**config.mk**
```make
export PLATFORM = sky130hd
export DESIGN_NAME = instr_fetch_unit
export DESIGN_NICKNAME = d
export VERILOG_FILES = /design/src/rtl/instr_fetch_unit.sv
export SDC_FILE = /design/constraint.sdc
export NUM_CORES = 1
export LEC_CHECK = 0
export CAP_MARGIN = 20
export CORE_UTILIZATION = 39
export DETAILED_ROUTE_END_ITERATION = 10
export PLACE_DENSITY_LB_ADDON = 0.3
export SLEW_MARGIN = 20
export SYNTH_ARGS = -nofsm -noshare
export SYNTH_HDL_FRONTEND = slang
export SYNTH_SLANG_ARGS = --single-unit
```
**constraint.sdc**
```tcl
create_clock -name clk -period 1.5 [get_ports clk]
set_input_delay 0.3 -clock clk [delete_from_list [all_inputs] [get_ports clk]]
set_output_delay 0.3 -clock clk [all_outputs]
set_load 0.005 [all_outputs]
```
**src/rtl/instr_fetch_unit.sv**
```systemverilog
// Instruction fetch unit: walks the PC, issues one imem request at a time and
// hands each returned word to the decoder, stopping for good after a HALT word.
// Latency: req cycle, >=1 memory cycle, then instr_valid; 3 cycles/instr minimum.
// Backpressure: stall holds instr/pc_out; no new request is issued until the
// held word is consumed.
//
// Ports:
//   clk, rst                 clock, synchronous active-high reset
//   imem_req/imem_addr       one-cycle fetch request at pc
//   imem_rdata/imem_valid    memory response (one per request)
//   stall                    decoder not ready, hold current instr
//   redirect/redirect_pc     taken branch/jump target from execute
//   instr/instr_valid        registered instruction to decoder
//   pc_out/pc_inc            address of instr and that address + 2
//   halted                   HALT consumed, fetch stopped until rst
module instr_fetch_unit #(
   parameter int              PC_W     = 16,
   parameter int              INSTR_W  = 16,
   parameter logic [PC_W-1:0] RESET_PC = '0
) (
   input  logic               clk,
   input  logic               rst,
   output logic               imem_req,
   output logic [PC_W-1:0]    imem_addr,
   input  logic [INSTR_W-1:0] imem_rdata,
   input  logic               imem_valid,
   input  logic               stall,
   input  logic               redirect,
   input  logic [PC_W-1:0]    redirect_pc,
   output logic [INSTR_W-1:0] instr,
   output logic               instr_valid,
   output logic [PC_W-1:0]    pc_out,
   output logic [PC_W-1:0]    pc_inc,
   output logic               halted
);

   localparam logic [INSTR_W-1:0] NOP_INSTR = INSTR_W'(16'h0800);
   localparam logic [PC_W-1:0]    PC_STEP   = PC_W'(2);
   localparam logic [PC_W-1:0]    PC_MASK   = ~PC_W'(1);

   typedef enum logic [2:0] {
      S_FETCH,
      S_WAIT,
      S_HOLD,
      S_HALTING,
      S_HALTED
   } state_t;

   state_t             state, state_d;
   logic [PC_W-1:0]    pc, pc_d;
   logic [INSTR_W-1:0] instr_d;
   logic [PC_W-1:0]    pc_out_d;
   logic               valid_d;
   logic               halted_d;
   logic               drop_pending, drop_d;

   logic [PC_W-1:0]    redir_pc;
   logic               op_halt;

   // Targets are halfword aligned; the low bit from execute is ignored.
   assign redir_pc = redirect_pc & PC_MASK;
   assign op_halt  = (imem_rdata[INSTR_W-1 -: 5] == 5'b00000);

   // Gated with rst so that no request is visible while reset is held.
   assign imem_req  = (state == S_FETCH) && !rst;
   assign imem_addr = pc;
   assign pc_inc    = pc_out + PC_STEP;

   always_ff @(posedge clk) begin
      if (rst) begin
         state        <= S_FETCH;
         pc           <= RESET_PC;
         instr        <= NOP_INSTR;
         instr_valid  <= 1'b0;
         pc_out       <= RESET_PC;
         halted       <= 1'b0;
         drop_pending <= 1'b0;
      end else begin
         state        <= state_d;
         pc           <= pc_d;
         instr        <= instr_d;
         instr_valid  <= valid_d;
         pc_out       <= pc_out_d;
         halted       <= halted_d;
         drop_pending <= drop_d;
      end
   end

   always_comb begin
      state_d  = state;
      pc_d     = pc;
      instr_d  = instr;
      pc_out_d = pc_out;
      valid_d  = instr_valid;
      halted_d = halted;
      drop_d   = drop_pending;

      case (state)
         S_FETCH: begin
            state_d = S_WAIT;
            // The request issued this cycle is already in flight: its
            // response must be thrown away when it arrives.
            if (redirect) begin
               pc_d    = redir_pc;
               valid_d = 1'b0;
               drop_d  = 1'b1;
            end
         end

         S_WAIT: begin
            if (redirect) begin
               pc_d    = redir_pc;
               valid_d = 1'b0;
               if (imem_valid) begin
                  // Response lands with the redirect: discard it now.
                  drop_d  = 1'b0;
                  state_d = S_FETCH;
               end else begin
                  drop_d  = 1'b1;
               end
            end else if (imem_valid) begin
               if (drop_pending) begin
                  drop_d  = 1'b0;
                  state_d = S_FETCH;
               end else begin
                  instr_d  = imem_rdata;
                  pc_out_d = pc;
                  pc_d     = pc + PC_STEP;
                  valid_d  = 1'b1;
                  state_d  = op_halt ? S_HALTING : S_HOLD;
               end
            end
         end

         S_HOLD, S_HALTING: begin
            if (redirect) begin
               // Held word is on the wrong path (including a HALT).
               pc_d    = redir_pc;
               valid_d = 1'b0;
               state_d = S_FETCH;
            end else if (!stall) begin
               valid_d = 1'b0;
               if (state == S_HALTING) begin
                  halted_d = 1'b1;
                  state_d  = S_HALTED;
               end else begin
                  state_d  = S_FETCH;
               end
            end
         end

         S_HALTED: begin
            state_d = S_HALTED;
         end

         default: begin
            state_d = S_FETCH;
         end
      endcase
   end

endmodule

```
Word-level counts from Yosys, hierarchy flattened

Cells that the tools add are included.

Output and inout port bits: 67
Bits in registers: 54

Mux-type cells: 26
Reduce and logical (&&, ||, !) cells: 15
Eq/ne operators: 10
Bitwise logic cells: 3
Add/sub/neg operators: 2

Operators with widths:

| operator                | count |
|---|---|
| $mux W16                | 4 |
| $add A16 B2 Y16 const B | 2 |
| $pmux W16 S2            | 1 |
| $mux W3                 | 6 |
| $pmux W3 S4             | 1 |
| $reduce_and A4 Y1       | 3 |
| $mux W1                 | 11 |
| $ne A3 B3 Y1 const B    | 3 |
| $eq A3 B2 Y1 const B    | 2 |
| $logic_not A5 Y1        | 1 |
| $reduce_and A5 Y1       | 1 |
| $ne A2 B2 Y1 const B    | 2 |
| $reduce_bool A2 Y1      | 2 |
| $eq A3 B1 Y1 const B    | 1 |
| $eq A3 B3 Y1 const B    | 1 |
| $logic_not A3 Y1        | 1 |
| $not A1 Y1              | 3 |
| $pmux W1 S3             | 1 |
| $reduce_and A3 Y1       | 1 |
| $reduce_bool A3 Y1      | 1 |
| $reduce_or A3 Y1        | 1 |
| $mux W2                 | 1 |
| $ne A2 B1 Y1 const B    | 1 |
| $pmux W1 S2             | 1 |
| other kinds (4)         | 4 |

Logic depth before layout (Yosys ltp)

Word-level depth: 6
Depth in mapped cells: 8
Mapped depth without buffers: 6

Worst setup path before layout

Ideal clock, no wire load.

Kind: reg2out
From: reg pc_out[6]
To: out pc_inc[14]
Path slack: -84 ps
Arrival: 1,284 ps
Stages on the path, launching flop included: 6
Buffers on the path: 0
Path through: dfxtp_1 > and3_1 > and3_1 > and3_1 > and3_1 > xor2_1

Word-level cells in the longest chain between the ends: 1

Ends and longest elaborated chain:

| element                  | RTL line | text |
|---|---|---|
| start: declaration       | 32       | `output logic [PC_W-1:0] pc_out,` |
| start signal: assignment | 83       | `pc_out <= pc_out_d;` |
| $add A16 B2 Y16          | 67       | `assign pc_inc = pc_out + PC_STEP;` |
| end: declaration         | 33       | `output logic [PC_W-1:0] pc_inc,` |

No other way between the ends.

Worst setup path in the final report

From: reg pc_out[8]
To: out pc_inc[14]

The elaborated chain is that of the path after synthesis.

==> results_dict.tcl <==
set metrics [dict create \
    outcome "finished, violations left" \
    violations "design-rule violations, negative setup slack" \
    rr_startpoint "imem_addr[11]" \
    portBuffers 99 \
    path_depth 6 \
    utilization 0.810 \
    grt_pass1_wl_um 13600 \
    r2r_slack_ps -100 \
    slew_viol_final 0 \
    gp_congestion 0.941 \
    die-height_um 84.4 \
    critPathMostFrequentCell "and3_4" \
    clk_latency_ps 320 \
    yosysWarnings 0 \
    cts_sinks 52 \
    cts_buffers 5 \
    area_growth_pct 97.8 \
    cts_max_path_buffers 2 \
    postCtsHoldBufs 0 \
    setup_tns_ps -5110 \
    globalRouteOverflowTotal 0 \
    cts_root_buf "clkbuf_8" \
    leakage_nw 2.46 \
    cts_tree "built" \
    start_util 0.410 \
    wl_per_cell_um 17.7 \
    htreeDepth 2 \
    ys_ff_latch 52 \
    drive_gt1_frac 0.527 \
    ioPinCount 104 \
    vias_per_cell 5.49 \
    die_x_um 84.4 \
    firstDrtPassIters 8 \
    antenna_found_initial 0 \
    path_cells "and3_4 > and3_4 > and3_4 > and3_4 > xor2_2 > buf_2" \
    synth-main-ff-cell "dfxtp_1" \
    timing.final.crit_share 1.30 \
    cp.required_ps 1200 \
    multiInputGateArea_um2 2010 \
    power.density_nw_per_um2 625 \
    first_global_vias 2840 \
    syn_inst 345 \
    drc 8 \
    dp_hpwl_um 5780 \
    drt_wl_total_um 10700 \
    die-area_um2 7120 \
    fmax_mhz 515 \
    synthesis.area_um2 2650 \
    finalHoldViolCount 0 \
    vias 3324 \
    endpoint "pc_inc[14]" \
    setup_viol 50 \
    postRouteAntennaNets 0 \
    rows 29 \
    cp_max_fo 3 \
    yosysSeqAreaShare 0.394 \
    core_um2 6460 \
    cp_top_family "simple AND/OR/NAND/NOR gates" \
    synth_enable_flop_cells 0 \
    min_period_ps 1940 \
    grt_use_total 0.237 \
    fin_nets 567 \
    rr_worst_depth 6 \
    grt_max_degree 32 \
    arrival_ps 1640 \
    seq_area_um2 1140 \
    end_kind "output port" \
    synth_area_per_cell_um2 7.67 \
    synthArstFlopShare 0 \
    crit_path_max_incr_delay_ps 340 \
    yosysUniqueCellTypes 47 \
    min_path_type "primary input to register" \
    regToRegEndpoint "imem_addr[15]" \
    cp.buffers_inverters 1 \
    critPathSlowestCell "dfxtp_2" \
    crit_type "register to output port" \
    skew_ps 8.68 \
    first_iter_violations 154 \
    max_cap_viol_count 0 \
    grt_setup_unrepaired "yes" \
    antennaDiodeCount 0 \
    path_clk_slew_ps 100 \
    crit_start "pc_out[8]" \
    startpoint_type "register" \
    ir_drop_mv 0.695 \
    timing.final.ws_setup_ps -443 \
    fillerInstances 379 \
]
## registers in the layout (all words and copies together), names as in the netlist
register / count
state: 3
instr_valid: 1
pc_out: 15
drop_pending: 1
instr: 16
imem_addr: 15
halted: 1
## worst min path at each step
| stage | end | depth (start not counted) | slack, ps | startpoint |
|---|---|---|---|---|
| after floorplan | drop_pending | 1 | 420 | imem_valid |
| after global placement | halted | 2 | 440 | halted |
| after detailed placement | halted | 2 | 450 | halted |
| after CTS | imem_addr[3] | 3 | 400 | rst |
| after global routing | drop_pending | 3 | 390 | imem_valid |
| final | drop_pending | 3 | 370 | imem_valid |
## final cells by class
type	instances	area share
Clock inverter	3	0.00526
Timing Repair Buffer	198	0.353
Multi-Input combinational cell	261	0.385
Tap cell	77	0.0184
Sequential cell	52	0.218
Clock buffer	5	0.0132
Inverter	10	0.00717
## cells by family after synthesis
family | synth area share
compound gates | 0.197
simple gates | 0.279
buf+inv | 0.0719
flops | 0.394
other cells | 0.00142
xor+xnor | 0.0430
mux | 0.00426
fa+ha+maj | 0.00946
## routing by layer
| layer | share of wire | GRT usage | vias to the layer above | wire, um |
|---|---|---|---|---|
| met3 | 0.058 | 0.0462 | 34 | 622 |
| met4 | 0.031 | 0.0832 | 0 | 332 |
| met5 | 0 | 0 | - | 0 |
| met2 | 0.52 | 0.399 | 148 | 5540 |
| li1 | - | - | 1551 | - |
| met1 | 0.39 | 0.303 | 1591 | 4230 |
## cells in the final DEF, fill, tap and decap left out, drive strengths merged, types with 2 or more instances in the layout
cell,n
a21o,2
and4,2
dlygate4sd2,19
nand2b,2
a21oi,53
nand3b,4
ha,2
dlymetal6s2s,9
clkdlybuf4s50,52
inv,11
nor4,5
o21a,4
clkdlybuf4s15,3
conb,3
o32ai,4
nand4,4
or3,2
o21ai,13
buf,110
nand3,11
clkbuf,10
nor2,19
a31oi,2
a311oi,3
and3,8
and2,4
dfxtp,52
nor2b,2
xor2,4
nand2,80
xnor2,9
nor3,8
## cells in the mapped netlist, types with 3 or more instances
cell / number / area, um^2
dfxtp_1: 52 / 1040
o21ai_0: 9 / 45.0
buf_4: 5 / 37.5
xor2_1: 4 / 35.0
o32ai_1: 4 / 35.0
nor4_1: 3 / 18.8
buf_6: 5 / 56.3
nor2_1: 19 / 71.3
nand4_1: 4 / 25.0
a311oi_1: 3 / 26.3
nor3_1: 8 / 40.0
a21oi_1: 52 / 260
nand3_1: 11 / 55.1
o21ai_1: 3 / 15.0
nand2_1: 80 / 300
and3_1: 8 / 50.1
and2_1: 4 / 25.0
o21a_1: 4 / 30.0
buf_2: 5 / 25.0
inv_1: 10 / 37.5
nand3b_1: 4 / 30.0
xnor2_1: 9 / 78.8
clkbuf_1: 9 / 33.8
## stage by stage
stage | setup slack (ps) | std cells | instance area (um^2) | hold WS, ps | power [mW]
2_1_floorplan | -23.0 | 347 | 2660 | 416 | 1.80
3_3_place_gp | -463 | 562 | 4090 | 439 | 2.16
3_5_place_dp | -548 | 562 | 4090 | 445 | 2.17
4_1_cts | -438 | 588 | 4390 | 398 | 3.05
5_1_grt | -519 | 606 | 5230 | 385 | 3.42
6_report | -443 | 606 | 5230 | 370 | 3.27
## worst register-to-register path, stage by stage, from the launching register on
cell     delay, ps
dfxtp_4        360
buf_4          150
and4_4         250
nand4_1        220
nor4_1         290
a21oi_1         70
o21ai_1        180
## report_power, final
group,switching [mW],internal (mW),total [mW]
logic,0.433,0.480,0.913
clock network,0.521,0.344,0.864
registers,0.0561,1.44,1.49
total,1.01,2.26,3.27
## repair_timing
action                                  CTS  global route
cloned                                    0             4
resized for setup                       138           180
setup buffers                            20            17
endpoints found under the setup margin   79            80
pin swaps                                21            88
No activity file was read; power rests on OpenSTA's default activity.
